`src/rtl/pipeline_hazard_ctrl.sv`:
```
// Stall/flush controller for the 5-stage 16-bit pipeline: arbitrates memory waits,
// load-use stalls, branch redirects and fetch misses, and sequences the HLT drain.
module pipeline_hazard_ctrl #(
    parameter int DRAIN_CYCLES = 3,
    parameter int CNT_W        = 16
) (
    input  logic             clk,
    input  logic             rst_n,
    input  logic             forward_stall,
    input  logic             branch_taken_ex,
    input  logic             imem_ready,
    input  logic             dmem_req,
    input  logic             dmem_ready,
    input  logic             halt_id,
    output logic             pc_we,
    output logic             if_id_we,
    output logic             if_id_flush,
    output logic             id_ex_we,
    output logic             id_ex_flush,
    output logic             ex_mem_we,
    output logic             ex_mem_bubble,
    output logic             mem_wb_we,
    output logic             mem_wb_bubble,
    output logic             halted,
    output logic [CNT_W-1:0] stall_count
);

    localparam int DCW = (DRAIN_CYCLES < 1) ? 1 : $clog2(DRAIN_CYCLES + 1);

    typedef enum logic [1:0] {
        RUN    = 2'd0,
        DRAIN  = 2'd1,
        HALTED = 2'd2
    } state_t;

    state_t           state_r;
    state_t           stateNext_s;
    logic [DCW-1:0]   drainCnt_r;
    logic [DCW-1:0]   drainCntNext_s;
    logic             halted_r;
    logic [CNT_W-1:0] stallCnt_r;

    logic memWait_s;
    logic pcWe_s, ifIdWe_s, ifIdFlush_s, idExWe_s, idExFlush_s;
    logic exMemWe_s, exMemBubble_s, memWbWe_s, memWbBubble_s;

    assign memWait_s = dmem_req & ~dmem_ready;

    // Next-state and per-stage enable/flush decode, highest-priority hazard first
    always_comb begin
        stateNext_s    = state_r;
        drainCntNext_s = drainCnt_r;
        pcWe_s         = 1'b0;
        ifIdWe_s       = 1'b0;
        ifIdFlush_s    = 1'b0;
        idExWe_s       = 1'b0;
        idExFlush_s    = 1'b0;
        exMemWe_s      = 1'b0;
        exMemBubble_s  = 1'b0;
        memWbWe_s      = 1'b0;
        memWbBubble_s  = 1'b0;
        case (state_r)
            RUN, DRAIN: begin
                if (memWait_s) begin
                    // Whole pipe frozen; MEM/WB takes a NOP so WB does not repeat a write
                    memWbWe_s     = 1'b1;
                    memWbBubble_s = 1'b1;
                end else if (forward_stall) begin
                    exMemWe_s     = 1'b1;
                    exMemBubble_s = 1'b1;
                    memWbWe_s     = 1'b1;
                end else begin
                    ifIdWe_s  = 1'b1;
                    idExWe_s  = 1'b1;
                    exMemWe_s = 1'b1;
                    memWbWe_s = 1'b1;
                    if (state_r == DRAIN) begin
                        ifIdFlush_s = 1'b1;
                        if (drainCnt_r <= DCW'(1)) begin
                            stateNext_s    = HALTED;
                            drainCntNext_s = '0;
                        end else begin
                            drainCntNext_s = drainCnt_r - DCW'(1);
                        end
                    end else if (branch_taken_ex) begin
                        pcWe_s      = 1'b1;
                        ifIdFlush_s = 1'b1;
                        idExFlush_s = 1'b1;
                    end else if (halt_id) begin
                        // HLT moves on to ID/EX; the younger fetch behind it is discarded
                        ifIdFlush_s    = 1'b1;
                        stateNext_s    = DRAIN;
                        drainCntNext_s = DCW'(DRAIN_CYCLES);
                    end else if (!imem_ready) begin
                        ifIdFlush_s = 1'b1;
                    end else begin
                        pcWe_s = 1'b1;
                    end
                end
            end
            HALTED: begin
                stateNext_s = HALTED;
            end
            default: begin
                stateNext_s    = RUN;
                drainCntNext_s = '0;
            end
        endcase
    end

    // State, drain counter, halted flag and saturating stall counter
    always_ff @(posedge clk or negedge rst_n) begin
        if (!rst_n) begin
            state_r    <= RUN;
            drainCnt_r <= '0;
            halted_r   <= 1'b0;
            stallCnt_r <= '0;
        end else begin
            state_r    <= stateNext_s;
            drainCnt_r <= drainCntNext_s;
            halted_r   <= (stateNext_s == HALTED);
            if ((state_r != HALTED) && !idExWe_s && (stallCnt_r != {CNT_W{1'b1}})) begin
                stallCnt_r <= stallCnt_r + CNT_W'(1);
            end else begin
                stallCnt_r <= stallCnt_r;
            end
        end
    end

    // Controls are forced inactive while reset is held
    assign pc_we         = rst_n & pcWe_s;
    assign if_id_we      = rst_n & ifIdWe_s;
    assign if_id_flush   = rst_n & ifIdFlush_s;
    assign id_ex_we      = rst_n & idExWe_s;
    assign id_ex_flush   = rst_n & idExFlush_s;
    assign ex_mem_we     = rst_n & exMemWe_s;
    assign ex_mem_bubble = rst_n & exMemBubble_s;
    assign mem_wb_we     = rst_n & memWbWe_s;
    assign mem_wb_bubble = rst_n & memWbBubble_s;
    assign halted        = halted_r;
    assign stall_count   = stallCnt_r;

endmodule

```
`config.mk`:
```
export PLATFORM = sky130hd
export DESIGN_NAME = pipeline_hazard_ctrl
export DESIGN_NICKNAME = d
export VERILOG_FILES = /design/src/rtl/pipeline_hazard_ctrl.sv
export SDC_FILE = /design/constraint.sdc
export NUM_CORES = 1
export LEC_CHECK = 0
export ABC_AREA = 1
export CELL_PAD_IN_SITES_DETAIL_PLACEMENT = 1
export CELL_PAD_IN_SITES_GLOBAL_PLACEMENT = 1
export CORE_ASPECT_RATIO = 1.4
export CORE_MARGIN = 2
export CORE_UTILIZATION = 34
export CTS_CLUSTER_DIAMETER = 50
export CTS_CLUSTER_SIZE = 14
export DETAILED_ROUTE_END_ITERATION = 8
export PLACE_DENSITY = 0.88
export SYNTH_ARGS = -nofsm -noshare
export SYNTH_HDL_FRONTEND = slang
export SYNTH_SLANG_ARGS = --single-unit
```
`constraint.sdc`:
```
create_clock -name clk -period 1.7 [get_ports clk]
set_input_delay 0.51 -clock clk [delete_from_list [all_inputs] [get_ports clk]]
set_output_delay 0.51 -clock clk [all_outputs]
set_load 0.1 [all_outputs]
```
* Word level (Yosys, flattened, before mapping)
Index checks and enable logic that the tools add are counted.
Storage, ports and cells: register bits after elaboration 21, bits of input ports 8, word-level logic and storage cells 77
Cells by class: add/subtract/negate cells 2, order comparisons 1, eq/ne operators 9, multiplexer cells 44, bitwise gates (word level) 11, reduce and logical (&&, ||, !) cells 6
Operators by type and width (number):
- 1-bit 2-to-1 mux | 30
- 2-bit 2-to-1 mux | 12
- 16-bit by 1-bit adder with 16-bit output, second input constant | 1
- 16-bit inequality test, second input constant | 1
- 1-bit bitwise AND | 9
- 2-bit one-hot mux with 2 select lines | 2
- 2-bit inequality test, second input constant | 3
- 3-bit inequality test, second input constant | 2
- 5-bit AND reduction | 1
- 2-bit equality test, second input constant | 2
- 2-bit by 1-bit equality test with 1-bit output, second input constant | 1
- 2-bit by 1-bit less-or-equal comparator with 1-bit output, second input constant | 1
- 1-bit logical AND | 2
- 2-bit zero test | 1
- 1-bit NOT | 2
- 2-bit OR reduction | 1
- 2-bit by 1-bit subtractor with 2-bit output, second input constant | 1
- 1-bit zero test | 1

* Logic depth before layout (Yosys ltp)
depth in word-level cells 8, gate-level depth with buffers 9, mapped depth without buffers 9

* Worst setup path after synthesis
No wires, ideal clock.
path type in2out, start in rst_n, end out pc_we, data arrival time 4942 ps, required time 1190 ps, path slack -3752 ps, cell stages on the path 6, buffers on the path 0, cells stage by stage inv_1 nor2_1 nand2_1 inv_1 nand2_1 nor3_1
Between the ends: longest elaborated chain between the ends 1
RTL lines:
- from (decl) | line 8 | input logic rst_n,
- 1-bit bitwise AND | line 131 | assign pc_we = rst_n & pcWe_s;
- to (decl) | line 15 | output logic pc_we,
Every way passes these cells.

* Worst setup path after layout
start reg state_r[1], end out id_ex_flush
Between the ends: longest elaborated chain between the ends 6, elaborated cells on any way between the ends 8, those cells by class 1 x eq/ne; 4 x mux; 1 x bitwise; 2 x reduce/logical
RTL lines:
- from (decl) | line 36 | state_t state_r;
- from (signal assigned) | line 119 | state_r <= stateNext_s;
- 2-bit by 1-bit equality test with 1-bit output | line 62, 77
- 1-bit 2-to-1 mux | line 77 | if (state_r == DRAIN) begin
- 1-bit 2-to-1 mux | line 68 | end else if (forward_stall) begin
- 1-bit 2-to-1 mux | line 64 | if (memWait_s) begin
- 1-bit 2-to-1 mux (*) | line 62 | case (state_r)
- 1-bit bitwise AND (*) | line 135 | assign id_ex_flush = rst_n & idExFlush_s;
- to (decl) | line 19 | output logic id_ex_flush,
Every way passes the cells marked *; elsewhere a longest branch is shown, timed or not.

==> run_results.csv <==
group,metric,value,unit
timing,finalSetupViolCount,9,
grt,grt_overflow,0,
cells_and_area,layout-drive-gt1-share,39.0,%
timing,min_period,2.04,ns
worst_setup_path,worstPathCellList,"nor2_4 -> nand2_2 -> clkinvlp_4 -> nand2_4 -> clkinvlp_4 -> nand2_2 -> nor2_4 -> buf_12",
timing,fin_crit_sh,120,%
worst_setup_path,path_class,"register to output pin",
clock_tree,path_clk_slew,0.08,ns
grt,grt_pass1_vias,1605,
clock_tree,cts_made_buffers,3,
route,routed_via_density,5.02,
timing,final_max_slew_viol_count,0,
timing,fmax,0.490,GHz
run,drv_cap,0,
route,dr.pass1.iters,4,
clock_tree,clock_latency,0.28,ns
cells_and_area,final_util,60.8,%
floorplanning,rows,26,
clock_tree,cts_tree,"built",
timing,rsz0062_at_grt,"true",
placed_design,port-buffer-count,33,
route,drc,0,
grt,antenna_found_initial,0,
synth,avgSynthCellArea,6.90,µm²
synth,synth_cells,191,
synth,ys_seq_area_share,39.9,%
worst_setup_path,cp.arrival,1.53,ns
timing,finClkSkew,0.00244,ns
power,vdd_drop_max,371,µV
synth,yosysWarnings,0,
worst_setup_path,cp-start-kind,"register",
cells_and_area,fillers,437,
power,cellPowerDensity,408,nW/µm²
placed_design,dpl.hpwl,3120,µm
synth,synth_async_sr_flop_share,100,%
synth,synthFlopType,"dfrtp_1",
clock_tree,clock_path_buffers,2,
route,vias,1447,
clock_tree,h-tree-depth,1,
route,ant_nets,0,
synth,synth-edff-count,0,
outcome,failed_checks,"setup timing",
cells_and_area,syn2layout_area_growth,69.6,%
timing,timing.final.ws_setup,-0.342,ns
outcome,status,"complete, but fails checks",
hold_path,min_path_type,"input port to asynchronous set/reset pin",
floorplanning,dieArea,4400,µm²
clock_tree,cts_hold_buf,0,
floorplanning,core,3680,µm²
grt,grt_pass1_wl,7420,µm
timing,slew-limit-headroom,80.5,%
synth,ys_ff_latch,21,
clock_tree,clock-root-buffer,"clkbuf_8",
synth,synth_nets,200,
floorplanning,die_h,77.7,µm
timing,worst_pin_slew,0.292,ns
worst_setup_path,max_stage_delay,0.45,ns
placed_design,place.gp.congestion,0.806,
clock_tree,clock_sinks,21,
cells_and_area,num_antenna_cells,0,
synth,synth_area,1320,µm²
power,power.leakage,0.988,nW
worst_setup_path,crit_buf_inv,3,
synth,ys_types,24,
worst_setup_path,cp-end-kind,"output pin",
grt,grt_max_degree,22,
synth,synth_top_area_share,39.9,%
route,drt_iter0_markers,31,
synth,yosysTopAreaCell,"dfrtp_1",
worst_setup_path,crit_path_top_delay_cell,"dfrtp_2",
cells_and_area,finalNetCount,256,
worst_setup_path,cpLargestDelayFamily,"flip-flops",
synth,synthTopCellsByCount,"nand2_1 (76), dfrtp_1 (21), nor2_1 (21)",
route,wirelength,4310,µm
timing,hold_viol_final,0,
synth,synth_area_leaders,"dfrtp_1 (40%), nand2_1 (22%), nor2_1 (6.0%), inv_1 (5.7%), o21ai_0 (4.6%)",
placed_design,place_ws,-0.811,ns
floorplanning,ios,34,
floorplanning,die_w,56.6,µm
floorplanning,start_util,35.8,%
worst_setup_path,cp_max_fo,4,
grt,grt_use_total,21.5,%
synth,synthMostInstantiatedCell,"nand2_1",
worst_setup_path,worst_ep_required_time,1.19,ns
route,wl_per_cell,15.0,µm
==> path summary, 6_finish.rpt <==
path	from	end	slack, ns	cells past startpoint
worst max-delay path	state_r[1]	id_ex_flush	-0.34	8
worst min-delay path	rst_n	stall_count[2]	0.34	3
worst max register to register	stall_count[0]	stall_count[12]	0.15	7
worst min register to register	drainCnt_r[1]	drainCnt_r[1]	0.54	2
max in group asynchronous	rst_n	stall_count[1]	1.11	3
min in group clk	drainCnt_r[1]	drainCnt_r[1]	0.54	2
==> cell type report <==
cell class	count	area (µm²)	area share (%)
Clock buffer	3	41.3	1.85
Clock inverter	1	5.00	0.224
Timing Repair Buffer	53	731	32.7
Sequential cell	21	552	24.7
Multi-Input combinational cell	144	741	33.1
Tap cell	42	52.6	2.35
Inverter	24	113	5.04
==> cells in the final DEF, fill, tap and decap left out, types with 2 or more instances in the layout <==
master	count
nand2_1	72
clkbuf_2	2
nand2_2	4
xnor2_1	6
inv_1	15
dfrtp_2	15
nor2_1	19
nand3_1	8
clkinvlp_4	2
buf_4	19
nor2_4	3
nand2_4	2
dlygate4sd2_1	4
buf_12	26
clkbuf_8	3
inv_2	5
o21ai_0	12
dfrtp_4	2
buf_6	2
dfrtp_1	4
nand4_1	6
==> flip-flops by register name (all words and copies together) (netlist names) <==
| name | count |
|---|---|
| stall_count | 16 |
| state_r | 2 |
| halted | 1 |
| drainCnt_r | 2 |
==> tightest hold or removal path: cells and delay by family <==
family                 cells  cell delay, ns
buffers and inverters      3            0.50
==> through the flow <==
stage	hold WS [ns]	area, µm²	std cells	total power [mW]	TNS [ns]
6_report	0.342	2230	288	0.911	-1.93
4_1_cts	0.410	2240	288	0.921	-1.97
3_3_place_gp	0.496	2170	281	0.567	-9.92
2_1_floorplan	0.214	1410	191	0.522	-9.47
3_5_place_dp	0.528	2170	281	0.570	-10.93
5_1_grt	0.373	2230	288	0.935	-2.40
==> cell families after synthesis <==
group,Yosys count,share of synthesized area [%]
XOR/XNOR,6,3.99
flip-flops,21,39.9
AND/OR/NAND/NOR,122,40.7
adder cells (fa/ha/maj),1,0.950
AO/OA/AOI/OAI,15,5.89
buffers and inverters,26,8.55
==> timing repair <==
| item | 4_1_cts | 5_1_grt |
|---|---|---|
| pin swaps | 5 | 4 |
| resized for setup | 18 | 6 |
| buffers inserted | 4 | 2 |
| setup endpoints to repair | 20 | 14 |
| hold endpoints to repair | 0 | 0 |
==> layer usage <==
| metal | global-route usage (%) | part of all wire (%) |
|---|---|---|
| met5 | 0 | 0 |
| met4 | 8.10 | 1.9 |
| met3 | 3.17 | 2.9 |
| met2 | 41.5 | 57 |
| met1 | 22.7 | 39 |
==> report_power, final <==
part	internal [mW]	switching, mW	total, mW
Combinational	0.0256	0.0313	0.0569
Clock	0.165	0.191	0.356
Sequential	0.499	0	0.499
Total	0.689	0.223	0.911
Note: power is estimated with default switching activity, not from simulation.
